===== src/rtl/rr_decode_arbiter_pkg.sv =====
// Shared constants, state encoding and index helpers for the round-robin decode arbiter.
package arb_pkg;

    localparam int unsigned N_REQ = 16;
    localparam int unsigned IDX_W = 4;

    typedef enum logic [1:0] {
        IDLE  = 2'd0,
        GRANT = 2'd1,
        REL   = 2'd2
    } arb_state_e;

    function automatic logic [IDX_W-1:0] idx_inc(input logic [IDX_W-1:0] i);
        return i + IDX_W'(1);
    endfunction

endpackage


===== src/rtl/rr_decode_arbiter_if.sv =====
// Requester-side handshake and grant bus of the round-robin decode arbiter.
interface rr_decode_arbiter_if;
    import arb_pkg::*;

    logic             en;
    logic [N_REQ-1:0] req;
    logic             done;
    logic             grant_vld;
    logic [IDX_W-1:0] grant_idx;
    logic [N_REQ-1:0] grant_onehot;
    logic             timeout;
    logic             busy;

    modport master (
        output en, req, done,
        input  grant_vld, grant_idx, grant_onehot, timeout, busy
    );

    modport slave (
        input  en, req, done,
        output grant_vld, grant_idx, grant_onehot, timeout, busy
    );

endinterface


===== src/rtl/rr_decode_arbiter_onehot_dec4x16.sv =====
// Enable-gated 4-to-16 one-hot decoder; all outputs low when disabled.
module onehot_dec4x16
    import arb_pkg::*;
(
    input  logic             en,
    input  logic [IDX_W-1:0] idx,
    output logic [N_REQ-1:0] y
);

    always_comb begin
        y = '0;
        if (en) begin
            y[idx] = 1'b1;
        end
    end

endmodule


===== src/rtl/rr_decode_arbiter.sv =====
// Round-robin arbiter for 16 requesters with hold timeout, a mandatory release
// cycle, and a registered one-hot grant decoded from the next grant index.
module rr_decode_arbiter
    import arb_pkg::*;
#(
    parameter int unsigned MAX_HOLD = 8
) (
    input  logic               clk,
    input  logic               rst,
    rr_decode_arbiter_if.slave bus
);

    localparam logic [7:0] HOLD_MAX  = 8'(MAX_HOLD);
    localparam logic [7:0] HOLD_LAST = 8'(MAX_HOLD - 1);

    arb_state_e       state, state_nxt;
    logic [IDX_W-1:0] ptr, ptr_nxt;
    logic [7:0]       hold_cnt, hold_cnt_nxt;
    logic             grant_vld_q, grant_vld_nxt;
    logic [IDX_W-1:0] grant_idx_q, grant_idx_nxt;
    logic [N_REQ-1:0] grant_onehot_q, onehot_nxt;
    logic             timeout_q, timeout_nxt;

    logic             win_found;
    logic [IDX_W-1:0] win_idx;
    logic             hold_hit;
    logic             release_now;

    // First requester at or after p, wrapping 15 -> 0; MSB of the result flags a hit.
    function automatic logic [IDX_W:0] rr_scan(input logic [N_REQ-1:0] r,
                                               input logic [IDX_W-1:0] p);
        logic [IDX_W:0]   res;
        logic [IDX_W-1:0] cand;
        res = '0;
        for (int unsigned k = 0; k < N_REQ; k++) begin
            cand = p + IDX_W'(k);
            if (!res[IDX_W] && r[cand]) begin
                res = {1'b1, cand};
            end
        end
        return res;
    endfunction

    always_comb begin
        {win_found, win_idx} = rr_scan(bus.req, ptr);
    end

    assign hold_hit    = (hold_cnt == HOLD_LAST);
    assign release_now = bus.done || !bus.req[grant_idx_q] || !bus.en || hold_hit;

    always_comb begin
        state_nxt     = state;
        ptr_nxt       = ptr;
        hold_cnt_nxt  = hold_cnt;
        grant_vld_nxt = grant_vld_q;
        grant_idx_nxt = grant_idx_q;
        timeout_nxt   = 1'b0;
        case (state)
            IDLE: begin
                if (bus.en && win_found) begin
                    state_nxt     = GRANT;
                    grant_idx_nxt = win_idx;
                    grant_vld_nxt = 1'b1;
                    hold_cnt_nxt  = '0;
                end
            end
            GRANT: begin
                hold_cnt_nxt = (hold_cnt == HOLD_MAX) ? hold_cnt : hold_cnt + 8'd1;
                if (release_now) begin
                    state_nxt     = REL;
                    grant_vld_nxt = 1'b0;
                    ptr_nxt       = idx_inc(grant_idx_q);
                    // Only a pure hold expiry counts as a timeout.
                    timeout_nxt   = hold_hit && !bus.done && bus.req[grant_idx_q] && bus.en;
                end
            end
            REL: begin
                state_nxt = IDLE;
            end
            default: begin
                state_nxt     = IDLE;
                grant_vld_nxt = 1'b0;
            end
        endcase
    end

    onehot_dec4x16 u_dec (
        .en  (grant_vld_nxt),
        .idx (grant_idx_nxt),
        .y   (onehot_nxt)
    );

    always_ff @(posedge clk or posedge rst) begin
        if (rst) begin
            state          <= IDLE;
            ptr            <= '0;
            hold_cnt       <= '0;
            grant_vld_q    <= 1'b0;
            grant_idx_q    <= '0;
            grant_onehot_q <= '0;
            timeout_q      <= 1'b0;
        end else begin
            state          <= state_nxt;
            ptr            <= ptr_nxt;
            hold_cnt       <= hold_cnt_nxt;
            grant_vld_q    <= grant_vld_nxt;
            grant_idx_q    <= grant_idx_nxt;
            grant_onehot_q <= onehot_nxt;
            timeout_q      <= timeout_nxt;
        end
    end

    assign bus.grant_vld    = grant_vld_q;
    assign bus.grant_idx    = grant_idx_q;
    assign bus.grant_onehot = grant_onehot_q;
    assign bus.timeout      = timeout_q;
    assign bus.busy         = (state == GRANT) || (state == REL);

endmodule

===== src/flat_wrapper.sv =====
// flat-port wrapper written by rule: the top's interface ports become plain ports
module rr_decode_arbiter_flat import arb_pkg::*;
#(
    parameter int unsigned MAX_HOLD = 8
)
  (clk, rst, bus_en, bus_req, bus_done, bus_grant_vld, bus_grant_idx, bus_grant_onehot, bus_timeout, bus_busy);
  rr_decode_arbiter_if bus_i ();
  input  logic clk;
  input  logic rst;
  input wire logic [$bits(bus_i.en)-1:0] bus_en;
  input wire logic [$bits(bus_i.req)-1:0] bus_req;
  input wire logic [$bits(bus_i.done)-1:0] bus_done;
  output wire logic [$bits(bus_i.grant_vld)-1:0] bus_grant_vld;
  output wire logic [$bits(bus_i.grant_idx)-1:0] bus_grant_idx;
  output wire logic [$bits(bus_i.grant_onehot)-1:0] bus_grant_onehot;
  output wire logic [$bits(bus_i.timeout)-1:0] bus_timeout;
  output wire logic [$bits(bus_i.busy)-1:0] bus_busy;
  assign bus_i.en = bus_en;
  assign bus_i.req = bus_req;
  assign bus_i.done = bus_done;
  assign bus_grant_vld = bus_i.grant_vld;
  assign bus_grant_idx = bus_i.grant_idx;
  assign bus_grant_onehot = bus_i.grant_onehot;
  assign bus_timeout = bus_i.timeout;
  assign bus_busy = bus_i.busy;
  rr_decode_arbiter #(.MAX_HOLD(MAX_HOLD)) u_core (.clk(clk), .rst(rst), .bus(bus_i));
endmodule

===== config.mk =====
export PLATFORM = sky130hd
export DESIGN_NAME = rr_decode_arbiter_flat
export DESIGN_NICKNAME = d
export VERILOG_FILES = /design/src/rtl/rr_decode_arbiter_pkg.sv /design/src/rtl/rr_decode_arbiter_if.sv /design/src/rtl/rr_decode_arbiter_onehot_dec4x16.sv /design/src/rtl/rr_decode_arbiter.sv /design/src/flat_wrapper.sv
export SDC_FILE = /design/constraint.sdc
export NUM_CORES = 1
export LEC_CHECK = 0
export CAP_MARGIN = 20
export CORE_MARGIN = 2
export CORE_UTILIZATION = 58
export CTS_BUF_LIST = sky130_fd_sc_hd__clkbuf_4 sky130_fd_sc_hd__clkbuf_8
export CTS_CLUSTER_SIZE = 8
export DETAILED_ROUTE_END_ITERATION = 12
export PLACE_DENSITY = 0.85
export SLEW_MARGIN = 20
export SYNTH_ARGS = -nofsm -noshare
export SYNTH_HDL_FRONTEND = slang
export SYNTH_HIERARCHICAL = 1
export SYNTH_SLANG_ARGS = --single-unit

===== constraint.sdc =====
create_clock -name clk -period 5.1 [get_ports clk]
set_input_delay 0.765 -clock clk [delete_from_list [all_inputs] [get_ports clk]]
set_output_delay 0.765 -clock clk [all_outputs]
set_load 0.05 [all_outputs]

==> impl_metrics.ini <==
[clock_tree]
clock_latency_ns = 0.28
numCtsBuffers = 5
clk_pin_slew_ns = 0.08
cts_buffer_depth = 2
cts_tree = yes
post_cts_buffers = 0
cts_root_buf = clkbuf_8
cts_max_level = 2
ctsHoldBuffers = 0
post_cts_resized = 0
cts_sinks = 36

[critical_path]
ff2ff_setup_slack_ns = 0.55
critPathRequiredTime_ns = 5.30
critPathArrivalTime_ns = 4.75
worstSetupEndpointType = flip-flop
r2r_start = u_core/ptr[0]
critical_path_class = flip-flop to flip-flop
cp_max_fo = 11
r2r-end = u_core/bus.grant_onehot[10]
crit_start = u_core/ptr[0]
start_kind = flip-flop
endpoint = u_core/bus.grant_onehot[10]
worst-r2r-cell-count = 12

[synthesis]
synth.top_cell.area_share = 0.222
synth_top_flop_cell = dfrtp_1
yosys.area_share.simple = 0.197
yosys.area_share.xor_xnor = 0.0234
ys_seq_area_frac = 0.222
synthesis.nets = 450
synth.avg_cell_area_um2 = 9.79
syn_inst = 415
synth_top_cells_by_area = dfrtp_1 22%, mux4_2 22%, nor2_1 4.7%
synth_fa_ha_area_frac = 0.0462
synth_seq_cells = 36
synth_compound_area_frac = 0.163
yosysWarnings = 6
synth_mux_area_frac = 0.304
ys_types = 73
syn-cell-area_um2 = 4060
synth_edf_count = 0
async_reset_ff_frac = 1.00
synth_top_area_cell = dfrtp_1
synth_top_family_by_area = multiplexers

[grt]
grt_max_degree = 37
first_global_vias = 3617
grt_usage = 0.326
antenna_found_initial = 0
gr-total-overflow = 0
grt_pass1_wl_um = 19200

[route]
drtIter0Drc = 517
drt-total-wl_um = 12100
drc = 0
first_pass_iters = 5
vias = 3895
viasPerCell = 6.97
ant_nets = 0
wl_per_cell_um = 21.6

[finish]
layout_common_cells = 51 x nor2_1, 42 x clkdlybuf4s50_1, 39 x mux4_2, 36 x dfrtp_1, 27 x o21ai_0
stdcell_area_um2 = 4700
syn_to_final_growth_pct = 15.7
antenna_cells = 0
finalNetCount = 497
drive_gt1_frac = 0.205
fin_util = 0.692
fill_cells = 499
layout_commonest_cell = nor2_1

[timing]
max_freq_ghz = 0.220
finalSetupViolations = 0
hold_slack_ns = 0.534
finalCriticalPeriod_ns = 4.55
hold_violations = 0
period_share = 0.893
finalSetupTns_ns = 0
rsz0062_at_grt = false
slew_headroom = 0.537
fin_skew_ns = 0.00681
tightest_slew_ns = 0.676
drv_slew = 0

[place]
dp_hpwl_um = 9010
io_buffers = 42
place.gp.congestion = 0.975
dpl_cell_area_um2 = 4610

[floorplanning]
start_util = 0.598
core-area_um2 = 6790
die_y_um = 87.7
rows = 30
die_w_um = 87.7
die_area_um2 = 7690
io_pins = 43

[run_status]
status = finished clean

[min_path]
hp-class = flip-flop to flip-flop

[flow_run]
maxCapViolations = 0
## stage by stage
stage | cells | worst slack [ns]
global placement | 551 | 0.491
global route | 559 | 0.270
finish | 559 | 0.547
detailed placement | 551 | 0.450
floorplan | 415 | 0.489
CTS | 559 | 0.636
## worst min path at each step
stage	end	cells past startpoint	startpoint
after detailed placement	u_core/hold_cnt[6]	1	u_core/hold_cnt[6]
after global routing	u_core/hold_cnt[0]	1	u_core/hold_cnt[0]
after CTS	u_core/hold_cnt[6]	1	u_core/hold_cnt[6]
after floorplan	u_core/hold_cnt[6]	1	u_core/hold_cnt[6]
final	u_core/hold_cnt[6]	1	u_core/hold_cnt[6]
after global placement	u_core/hold_cnt[6]	1	u_core/hold_cnt[6]
## cell type report
type / count / area (um^2) / share of cell area
clock buffers: 5 / 68.8 / 0.0146
clock inverters: 3 / 18.8 / 0.00399
inverters: 17 / 63.8 / 0.0136
multi-input cells: 343 / 2980 / 0.634
flip-flops and latches: 36 / 901 / 0.192
well taps: 96 / 120 / 0.0256
repair buffers: 59 / 548 / 0.117
## worst max-delay path, stage by stage (launching register included)
cell and delay, ns:
dfrtp_1 0.37, inv_1 0.13, ha_1 0.58, mux4_2 0.60
mux4_2 0.63, nor3b_4 0.37, nand4_1 0.21, a211o_1 0.30
o2111a_1 0.13, a311oi_1 0.40, o22a_1 0.39, nand2b_1 0.18
nor2_1 0.17
## routing by layer
metal	vias to the layer above	global-route usage	wire (um)
met1	1882	0.475	4860
met2	269	0.481	5530
met4	0	0.0965	392
met5	-	0	0
met3	36	0.0895	1320
li1	1708	-	-
## synthesized netlist by cell type, types with 4 or more instances
cell type,instances
o211ai_1,4
buf_6,4
nand4_1,5
buf_2,7
and3_1,4
dfrtp_1,36
o31ai_1,5
a21oi_1,20
nor2_1,51
mux2i_1,9
nand3_1,16
nand2b_1,6
nor3_1,8
xnor2_1,4
mux2_2,13
nand2_1,26
xor2_1,5
clkbuf_1,5
nand3b_1,4
inv_1,14
a21boi_0,4
ha_1,15
o21ai_0,27
mux4_2,39
a31oi_1,9
## cells by family (layout without fill, tap and decap cells)
kind of cell | Yosys count | in the layout
compound gates | 101 | 101
xor+xnor | 10 | 10
mux | 67 | 67
fa+ha+maj | 15 | 15
buf+inv | 36 | 84
flops | 36 | 36
simple gates | 150 | 150
## flip-flops by register name (all words and copies together), names as in the netlist
signal                   cells
u_core/bus.grant_idx         4
u_core/bus.grant_onehot     16
u_core/hold_cnt              8
u_core/state                 2
u_core/bus.grant_vld         1
u_core/bus.timeout           1
u_core/ptr                   4
Power is left out: the tool's default activity adds up to more than one toggle a clock period on the data nets, which glitch-free logic cannot reach.
